`config.mk`:
```
export PLATFORM = sky130hd
export DESIGN_NAME = muldiv_unit
export DESIGN_NICKNAME = d
export VERILOG_FILES = /design/src/rtl/muldiv_unit_pkg.sv /design/src/rtl/muldiv_core.sv /design/src/rtl/muldiv_unit.sv
export SDC_FILE = /design/constraint.sdc
export NUM_CORES = 2
export LEC_CHECK = 0
export BUFFER_PORTS_ARGS = -buffer_cell sky130_fd_sc_hd__buf_2
export CORE_ASPECT_RATIO = 1.75
export CORE_MARGIN = 1.5
export CORE_UTILIZATION = 35
export CTS_BUF_LIST = sky130_fd_sc_hd__clkbuf_16
export DETAILED_ROUTE_END_ITERATION = 12
export PLACE_DENSITY = 0.51
export RECOVER_POWER = 25
export SYNTH_ARGS = -nofsm -noshare
export SYNTH_HDL_FRONTEND = slang
export SYNTH_HIERARCHICAL = 1
export SYNTH_SLANG_ARGS = --single-unit
```
`constraint.sdc`:
```
create_clock -name clk -period 13.3 [get_ports clk]
set_input_delay 2.66 -clock clk [delete_from_list [all_inputs] [get_ports clk]]
set_output_delay 2.66 -clock clk [all_outputs]
set_load 0.02 [all_outputs]
```
`src/rtl/muldiv_unit_pkg.sv`:
```
// Shared definitions for the iterative multiply/divide unit.
//   - u4/u5/u64 width typedefs used on the unit's ports
//   - mul_op encodings (bit 3 = 32-bit "W" variant, bit 2 = divide family)
//   - FSM state type, decoded-op struct and small helper functions
package muldiv_unit_pkg;

  typedef logic [3:0]  u4;
  typedef logic [4:0]  u5;
  typedef logic [63:0] u64;

  localparam u4 OP_MUL   = 4'b0000;
  localparam u4 OP_DIV   = 4'b0100;
  localparam u4 OP_DIVU  = 4'b0101;
  localparam u4 OP_REM   = 4'b0110;
  localparam u4 OP_REMU  = 4'b0111;
  localparam u4 OP_MULW  = 4'b1000;
  localparam u4 OP_DIVW  = 4'b1100;
  localparam u4 OP_DIVUW = 4'b1101;
  localparam u4 OP_REMW  = 4'b1110;
  localparam u4 OP_REMUW = 4'b1111;

  typedef enum logic [1:0] {
    ST_IDLE = 2'd0,
    ST_BUSY = 2'd1,
    ST_DONE = 2'd2
  } state_e;

  // Iteration counter: wide enough to hold 64.
  typedef logic [6:0] cnt_t;
  localparam cnt_t ITER_D = 7'd64;
  localparam cnt_t ITER_W = 7'd32;

  // Most-negative dividend at each operation width (word form is already
  // sign-extended, matching how W operands are presented internally).
  localparam u64 DWORD_MIN = 64'h8000_0000_0000_0000;
  localparam u64 WORD_MIN  = 64'hFFFF_FFFF_8000_0000;

  typedef struct packed {
    logic valid;  // one of the ten defined encodings
    logic word;   // 32-bit variant
    logic div;    // divide/remainder family
    logic sgn;    // operands are signed
    logic rem;    // remainder rather than quotient
  } op_dec_t;

  function automatic op_dec_t decode_op(input u4 op);
    op_dec_t d;
    d.valid = (op[2:0] == 3'b000) | op[2];
    d.word  = op[3];
    d.div   = op[2];
    d.sgn   = ~op[2] | ~op[0];
    d.rem   = op[2] & op[1];
    return d;
  endfunction

  function automatic u64 sext32(input logic [31:0] v);
    return {{32{v[31]}}, v};
  endfunction

  function automatic u64 zext32(input logic [31:0] v);
    return {32'd0, v};
  endfunction

endpackage

```
`src/rtl/muldiv_core.sv`:
```
// Iterative datapath shared by multiply and divide.
//   Multiply (radix-2 shift-add): acc += m when q[0]; m <<= 1; q >>= 1.
//   Divide (radix-2 restoring):   shift {acc,q} left one bit, subtract m from
//                                 acc when it fits, quotient bit enters q[0].
// Ports:
//   clk, reset      clock, asynchronous active-low reset
//   start           load operands/counter (mode, m, q, cnt)
//   clear           abandon the operation (counter to zero)
//   step            perform one iteration while the counter is non-zero
//   div_mode        mode captured on start
//   load_m, load_q  multiplicand/divisor and multiplier/dividend magnitudes
//   load_cnt        iteration count
//   last            current step is the final one
//   step_lo         product or quotient after the current step
//   step_rem        remainder after the current step
module muldiv_core
  import muldiv_unit_pkg::*;
(
  input  logic clk,
  input  logic reset,
  input  logic start,
  input  logic clear,
  input  logic step,
  input  logic div_mode,
  input  u64   load_m,
  input  u64   load_q,
  input  cnt_t load_cnt,
  output logic last,
  output u64   step_lo,
  output u64   step_rem
);

  u64   acc;
  u64   q;
  u64   m;
  cnt_t cnt;
  logic div_q;

  logic [64:0] rem_sh;
  u64          sub;
  logic        ge;
  u64          acc_n;
  u64          q_n;
  u64          m_n;

  // NOTE: every variable assigned in always_comb gets a value on every path
  // (defaults or a complete if/else); a missing branch would infer a latch.
  always_comb begin
    // The partial remainder is below m, so after the shift it fits 65 bits;
    // whenever the subtraction is taken its result fits back into 64.
    rem_sh = {acc, q[63]};
    ge     = (rem_sh >= {1'b0, m});
    sub    = rem_sh[63:0] - m;
    if (div_q) begin
      acc_n = ge ? sub : rem_sh[63:0];
      q_n   = {q[62:0], ge};
      m_n   = m;
    end else begin
      acc_n = q[0] ? (acc + m) : acc;
      q_n   = {1'b0, q[63:1]};
      m_n   = m << 1;
    end
  end

  assign step_lo  = div_q ? q_n : acc_n;
  assign step_rem = acc_n;
  assign last     = (cnt == 7'd1);

  // NOTE: sequential state is updated with non-blocking assignments so every
  // register samples the pre-edge values regardless of statement order.
  always_ff @(posedge clk or negedge reset) begin
    if (!reset) begin
      acc   <= '0;
      q     <= '0;
      m     <= '0;
      cnt   <= '0;
      div_q <= 1'b0;
    end else if (clear) begin
      cnt <= '0;
    end else if (start) begin
      acc   <= '0;
      q     <= load_q;
      m     <= load_m;
      cnt   <= load_cnt;
      div_q <= div_mode;
    end else if (step && cnt != '0) begin
      acc <= acc_n;
      q   <= q_n;
      m   <= m_n;
      cnt <= cnt - 7'd1;
    end
  end

endmodule

```
`src/rtl/muldiv_unit.sv`:
```
// Iterative integer multiply/divide unit (RV64M-style op set).
// Operates on operand magnitudes; the sign is applied once the core finishes.
// Divide-by-zero, signed overflow and undefined op codes resolve at accept
// time and go straight to DONE.
// Ports:
//   clk, reset              clock, asynchronous active-low reset
//   in_valid / in_ready     request handshake (ready only in IDLE)
//   mul_op, src_a, src_b    operation and 64-bit operands
//   in_wd                   destination tag carried to out_wd
//   flush                   abort any pending/in-flight operation
//   out_valid / out_ready   result handshake
//   result, out_wd          64-bit result and its tag
module muldiv_unit
  import muldiv_unit_pkg::*;
(
  input  logic clk,
  input  logic reset,
  input  logic in_valid,
  output logic in_ready,
  input  u4    mul_op,
  input  u64   src_a,
  input  u64   src_b,
  input  u5    in_wd,
  input  logic flush,
  output logic out_valid,
  input  logic out_ready,
  output u64   result,
  output u5    out_wd
);

  state_e state;
  logic   word_q;
  logic   rem_q;
  logic   neg_q;
  u5      wd_q;
  u64     res_q;

  op_dec_t dec;
  u64      a_ext;
  u64      b_ext;
  u64      a_mag;
  u64      b_mag;
  u64      dividend;
  u64      quick_res;
  u64      load_m;
  u64      load_q;
  cnt_t    load_cnt;
  logic    sa;
  logic    sb;
  logic    div_zero;
  logic    overflow;
  logic    quick;
  logic    neg;

  logic accept;
  logic core_start;
  logic core_step;
  logic core_last;
  u64   core_lo;
  u64   core_rem;
  u64   raw;
  u64   signed_raw;
  u64   final_res;

  // Request decode, operand conditioning and early-out detection.
  always_comb begin
    dec = decode_op(mul_op);
    if (dec.word) begin
      a_ext = dec.sgn ? sext32(src_a[31:0]) : zext32(src_a[31:0]);
      b_ext = dec.sgn ? sext32(src_b[31:0]) : zext32(src_b[31:0]);
    end else begin
      a_ext = src_a;
      b_ext = src_b;
    end
    sa    = dec.sgn & a_ext[63];
    sb    = dec.sgn & b_ext[63];
    a_mag = sa ? (64'd0 - a_ext) : a_ext;
    b_mag = sb ? (64'd0 - b_ext) : b_ext;

    // W results are always sign-extended from bit 31, even for unsigned ops.
    dividend = dec.word ? sext32(a_ext[31:0]) : a_ext;
    div_zero = dec.div & (b_ext == '0);
    overflow = dec.div & dec.sgn & (b_ext == '1) &
               (a_ext == (dec.word ? WORD_MIN : DWORD_MIN));
    quick    = ~dec.valid | div_zero | overflow;

    quick_res = '0;
    if (dec.valid) begin
      if (div_zero) begin
        quick_res = dec.rem ? dividend : '1;
      end else if (overflow) begin
        quick_res = dec.rem ? '0 : dividend;
      end
    end

    // Remainder takes the dividend's sign; product/quotient the xor.
    neg = dec.rem ? sa : (sa ^ sb);

    // Divide: dividend sits in q's top bits so its MSB shifts out first;
    // a W dividend is pre-shifted so 32 steps leave the quotient in q[31:0].
    load_m   = dec.div ? b_mag : a_mag;
    load_q   = dec.div ? (dec.word ? (a_mag << 32) : a_mag) : b_mag;
    load_cnt = dec.word ? ITER_W : ITER_D;
  end

  assign in_ready   = (state == ST_IDLE);
  assign out_valid  = (state == ST_DONE);
  assign accept     = in_valid & in_ready & ~flush;
  assign core_start = accept & ~quick;
  assign core_step  = (state == ST_BUSY) & ~flush;
  assign result     = res_q;
  assign out_wd     = wd_q;

  // Sign fix-up of the core's final step, captured on the last edge.
  always_comb begin
    raw        = rem_q ? core_rem : core_lo;
    signed_raw = neg_q ? (64'd0 - raw) : raw;
    final_res  = word_q ? sext32(signed_raw[31:0]) : signed_raw;
  end

  muldiv_core u_core (
    .clk      (clk),
    .reset    (reset),
    .start    (core_start),
    .clear    (flush),
    .step     (core_step),
    .div_mode (dec.div),
    .load_m   (load_m),
    .load_q   (load_q),
    .load_cnt (load_cnt),
    .last     (core_last),
    .step_lo  (core_lo),
    .step_rem (core_rem)
  );

  // Flush outranks both a new request and the output handshake.
  always_ff @(posedge clk or negedge reset) begin
    if (!reset) begin
      state  <= ST_IDLE;
      word_q <= 1'b0;
      rem_q  <= 1'b0;
      neg_q  <= 1'b0;
      wd_q   <= '0;
      res_q  <= '0;
    end else if (flush) begin
      state <= ST_IDLE;
    end else begin
      case (state)
        ST_IDLE: begin
          if (accept) begin
            word_q <= dec.word;
            rem_q  <= dec.rem;
            neg_q  <= neg;
            wd_q   <= in_wd;
            if (quick) begin
              res_q <= quick_res;
              state <= ST_DONE;
            end else begin
              state <= ST_BUSY;
            end
          end
        end
        ST_BUSY: begin
          if (core_last) begin
            res_q <= final_res;
            state <= ST_DONE;
          end
        end
        ST_DONE: begin
          if (out_ready) state <= ST_IDLE;
        end
        default: state <= ST_IDLE;
      endcase
    end
  end

endmodule

```
Yosys cells after proc, flatten, opt, wreduce, memory -nomap -nowiden
Index checks and enable logic that the tools add are counted.

storage, ports and cells
  bits in read-only memories = 0
  memories = 0
  register bits after elaboration = 274
  RAM bits = 0
  bits of input ports = 142
  output and inout bits = 71
  bits in latches = 0

operators by class
  shift operators = 0
  equality and inequality tests = 12
  add/sub/neg operators = 6
  muxes and demuxes = 46
  $mul = 0
  $lt $le $gt $ge = 1
  divide/modulo/power cells = 0
  bitwise logic cells = 21
  reduce and logical (&&, ||, !) cells = 14

operators by type and width
  operator                                                number
  two-way mux 64 bit                                      33
  subtractor 1 x 64 -> 64 bit (first input constant)      3
  one-hot mux 64 bit (2 select lines)                     1
  greater-or-equal comparator 65 x 64 -> 1 bit            1
  adder 64 bit                                            1
  == test 64 bit                                          1
  == test 64 bit (second input constant)                  1
  logical NOT 64 bit                                      1
  subtractor 64 bit                                       1
  two-way mux 63 bit                                      1
  two-way mux 7 bit                                       4
  bitwise AND 1 bit                                       11
  two-way mux 2 bit                                       5
  AND reduction 3 bit                                     3
  == test 7 x 1 -> 1 bit (second input constant)          1
  nonzero test 7 bit                                      1
  subtractor 7 x 1 -> 7 bit (second input constant)       1
  one-hot mux 2 bit (3 select lines)                      1
  inverter 1 bit                                          5
  AND reduction 5 bit                                     1
  inequality test 2 x 1 -> 1 bit (second input constant)  2
  inequality test 2 bit (second input constant)           2
  OR 1 bit                                                4
  AND reduction 2 bit                                     2
  other kinds (12)                                        13

Depth between registers and ports, before layout
  depth after elaboration = 13
  gate-level depth with buffers = 26

Cells and area by module
Netlist, hierarchy kept.

modules (own cells, without submodules)
  module       times used  sequential area each (um^2)  area an instance (um^2)  cells each
  muldiv_core  1           5,004.8                      19,266.0                 2,542
  muldiv_unit  1           1,851.8                      12,209.2                 1,785

Least setup slack after synthesis
No wires, ideal clock.

  path kind = input-to-reg
  from = input src_b[27]
  to = register u_core.q[63]
  library setup time = 78 ps
  slack = 7,428 ps
  required time = 13,222 ps
  arrival = 5,794 ps
  cell stages on the path = 12
  cell sequence = or4_1 -> or4_4 -> a2111oi_4 -> nand3_2 -> and4_1 -> a21oi_1 -> or2_2 -> clkbuf_1 -> clkbuf_1 -> clkbuf_1 -> a221oi_1 -> a21oi_1

between the ends
  word-level cells in the longest chain between the ends = 10

ends and longest elaborated chain
  item                                                  RTL line                              text
  start: declaration                                    muldiv_unit.sv:22                     input u64 src_b,
  two-way mux 64 bit                                    muldiv_unit.sv:70                     b_ext = dec.sgn ? sext32(src_b[31:0]) : zext32(src_b[31:0]);
  two-way mux 64 bit *                                  muldiv_unit.sv:68                     if (dec.word) begin
  == test 64 bit or logical NOT 64 bit (tied branches)  muldiv_unit.sv:83, muldiv_unit.sv:82
  bitwise AND 1 bit (on tied branches)                  muldiv_unit.sv:83, muldiv_unit.sv:82
  bitwise AND 1 bit or OR 1 bit (tied branches)         muldiv_unit.sv:83, muldiv_unit.sv:85
  OR 1 bit *                                            muldiv_unit.sv:85                     quick = ~dec.valid | div_zero | overflow;
  inverter 1 bit *                                      muldiv_unit.sv:109                    assign core_start = accept & ~quick;
  bitwise AND 1 bit *                                   muldiv_unit.sv:109
  named net core_start                                  muldiv_unit.sv:56                     logic core_start;
  nonzero test 2 bit (no source line)                   -
  AND reduction 2 bit (no source line)                  -
  end signal: assignment                                muldiv_core.sv:82                     q <= load_q;
  end signal: assignment                                muldiv_core.sv:88                     q <= q_n;
  end: declaration                                      muldiv_core.sv:34                     u64 q;

Mark *: on every way through the listed nets, which the timed path passes. The rest lies on a longest branch.
A chain may end at the register's enable or synchronous reset.

==> results.json <==
{
  "status": "finished with violations",
  "failed_checks": "max-capacitance violations, max-slew violations",
  "clk_pin_slew_ns": 0.07,
  "ios": 213,
  "finalInstanceArea_um2": 34300,
  "drt_iter0_drc": 2857,
  "crit_slowest_cell": "clkbuf_1",
  "drc_errors": 0,
  "grt_pass1_vias": 33000,
  "hold_viol": 0,
  "min_path_cells": 2,
  "p_sw_share_pct": 58.7,
  "ys_top_cells_by_area": "dfrtp_1 22%, a21oi_1 9.3%, mux2i_1 7.0%, nor2_1 5.7%, ha_1 5.3%",
  "drv_cap": 3,
  "path_depth": 3,
  "sequentialPowerShare_pct": 15.8,
  "clk_latency_ns": 0.63,
  "worst-r2r-cell-count": 23,
  "grtUsageTotal_pct": 31.7,
  "start_util_pct": 35.3,
  "max_freq_ghz": 0.106,
  "fin_crit_ns": 9.48,
  "synth-edff-count": 0,
  "syn2layout_area_growth_pct": 9.12,
  "startpoint_type": "input pin",
  "finalMaxSlewViolations": 182,
  "yosys.area.top_type": "dfrtp_1",
  "yosysUniqueCellTypes": 111,
  "synth_ff_type": "dfrtp_1",
  "final_cell_mix": "582 x a21oi_1, 474 x nor2_1, 406 x nand2_1",
  "finalWirelength_um": 150000,
  "hp-class": "flop to flop",
  "crit_family": "buffers and inverters",
  "root_buffer": "clkbuf_16",
  "antenna_found_initial": 5,
  "numCtsBuffers": 29,
  "p_sw_mw": 6.24,
  "power.total_mw": 10.6,
  "cts_htree_levels": 1,
  "ctsHoldBuffers": 0,
  "nets": 4624,
  "cp.arrival_ns": 10.12,
  "path_max_fanout": 78,
  "critPathKind": "input pin to asynchronous set/reset pin",
  "cp_common_cell": "clkbuf_1",
  "p_int_mw": 4.40,
  "grt.overflow.total": 0,
  "cp_num_buf_inv": 3,
  "syn_inst": 4327,
  "netlist.area_leader.share_pct": 21.8,
  "worstSetupEndpointType": "asynchronous set/reset pin",
  "seq_area_frac_synth_pct": 21.8,
  "grt_pass1_wl_um": 219000,
  "grt_max_degree": 99,
  "cts-root-to-sink-buffers": 3,
  "rsz0062_at_grt": "false",
  "place_area_um2": 33400,
  "synth_seq_cells": 274,
  "combPwrFrac_pct": 76.0,
  "drt-pass1-iter-count": 8,
  "placementRows": 145,
  "die_w_um": 230,
  "synthArstFlopShare_pct": 100,
  "drive_gt1_share_pct": 9.38,
  "postSynthAreaPerCell_um2": 7.27,
  "cts_resized": 0,
  "io_buffers": 212,
  "power.clock.fraction_pct": 8.2,
  "place_hpwl_um": 120000,
  "leakagePower_nw": 14.2,
  "pre_cts_ws_ns": 4.91,
  "syn_area_um2": 31500,
  "fin_skew_ns": 0.0192,
  "final_antenna_net_count": 0,
  "setup_slack_ns": 3.82,
  "period_share_pct": 71.3,
  "wl_per_cell_um": 27.1,
  "viasPerCell": 6.11,
  "relSlewSlack_pct": -239,
  "die_h_um": 400,
  "critPathRequiredTime_ns": 13.94,
  "cts_setup_buffers": 0,
  "fin_cells": 5549,
  "dieArea_um2": 91800,
  "ir_drop_uv": 117,
  "path_cells": "clkbuf_1, clkbuf_1, buf_4",
  "num_vias": 33900,
  "cts_tree": "done",
  "finalSetupTns_ns": 0,
  "yosys_warnings": 6,
  "worst-slew-pin-transition_ns": 5.08,
  "mostFrequentLayoutCell": "a21oi_1",
  "core_area_um2": 89300,
  "regToRegSetupSlack_ns": 5.44,
  "power_density_nw_per_um2": 310,
  "clock-sinks": 274,
  "setup_viol": 0,
  "dpl.cell_count": 5492,
  "gp_congestion": 1.03,
  "max_stage_delay_ns": 3.46
}
-- cell usage after synthesis, types with 14 or more instances --
cell        n
o21ai_1    14
or2_2      16
and3_1     19
dfrtp_1   274
o22ai_1    55
a21oi_1   584
a21o_1    104
nor4_1     53
or4_1      22
mux2i_1   221
buf_2      41
nand2b_1   29
or3_1      30
xor2_1    123
o21bai_1   29
inv_1     167
nor2_1    477
nand2_1   406
nor2b_1    36
nand3_1    48
a211oi_1   51
o21ai_0   318
ha_1      133
o31ai_1    43
o41ai_1    15
a31oi_1    58
xnor2_1   160
o21a_1     31
nor3_1    111
o22a_1     28
and2_1     21
buf_1      22
a22o_1     63
nand4_1    50
o211ai_1   20
clkbuf_1  216
-- through the flow --
| stage | hold WS, ns | util, % |
|---|---|---|
| final | 0.487 | 38.5 |
| after global placement | 0.467 | 37.4 |
| after global routing | 0.514 | 38.5 |
| after floorplan | 0.461 | - |
| after detailed placement | 0.472 | 37.5 |
| after CTS | 0.491 | 38.5 |
-- area by class of cell --
type,instances,area (um^2)
timing repair buffer,272,1500
antenna,3,7.51
inverter,170,638
clock buffer,29,726
clock inverter,25,208
fill,9708,54900
multi-input combinational,3600,22900
tap,1176,1470
sequential,274,6870
-- layer usage --
| metal | up-vias | part of all wire, % | track usage (%) |
|---|---|---|---|
| li1 | 15800 | - | - |
| met4 | 2 | 7.9 | 22.2 |
| met5 | - | 0.0067 | 0 |
| met3 | 334 | 5.2 | 3.10 |
| met1 | 16400 | 40 | 38.2 |
| met2 | 1300 | 47 | 53.2 |
-- path summary, 6_finish.rpt --
path,start,to
min,result[30],result[30]
max reg2reg,u_core/m[4],result[56]
max in group clk,mul_op[2],u_core/acc[59]
min in group asynchronous,reset,result[54]
max,reset,u_core/m[10]
min reg2reg,result[30],result[30]
-- power groups by stage --
stage | registers, mW | clock network, mW | logic [mW]
after floorplan | 1.56 | 0 | 5.45
after global placement | 1.67 | 0 | 7.95
after detailed placement | 1.67 | 0 | 7.86
after CTS | 1.66 | 0.883 | 7.94
after global routing | 1.72 | 0.905 | 8.74
final | 1.68 | 0.869 | 8.09
-- registers in the layout, summed over array words and instances, names as in the netlist --
register and count:
state 2, u_core/cnt 7, rem_q 1, u_core/div_q 1
result 64, u_core/acc 64, word_q 1, neg_q 1
out_wd 5, u_core/m 64, u_core/q 64
-- worst register-to-register path, delay by kind of cell, from the launching register on --
kind,cells,cell delay (ns)
xor gates and xnor gates,1,0.26
buffers and inverters,3,1.17
AOI/OAI and AO/OA,14,3.65
adders and majority gates,1,0.33
DFF,1,0.43
muxes,1,0.44
and+or+nand+nor,3,1.49
-- logic make-up after synthesis --
group	Yosys count	synth area share (%)
compound gates	1561	31.2
xor+xnor	283	7.87
fa+ha+maj	135	5.41
buf+inv	457	5.73
flops	274	21.8
mux	236	7.57
other cells	1	0.0119
simple gates	1380	20.4
Note: power is estimated with default switching activity, not from simulation.
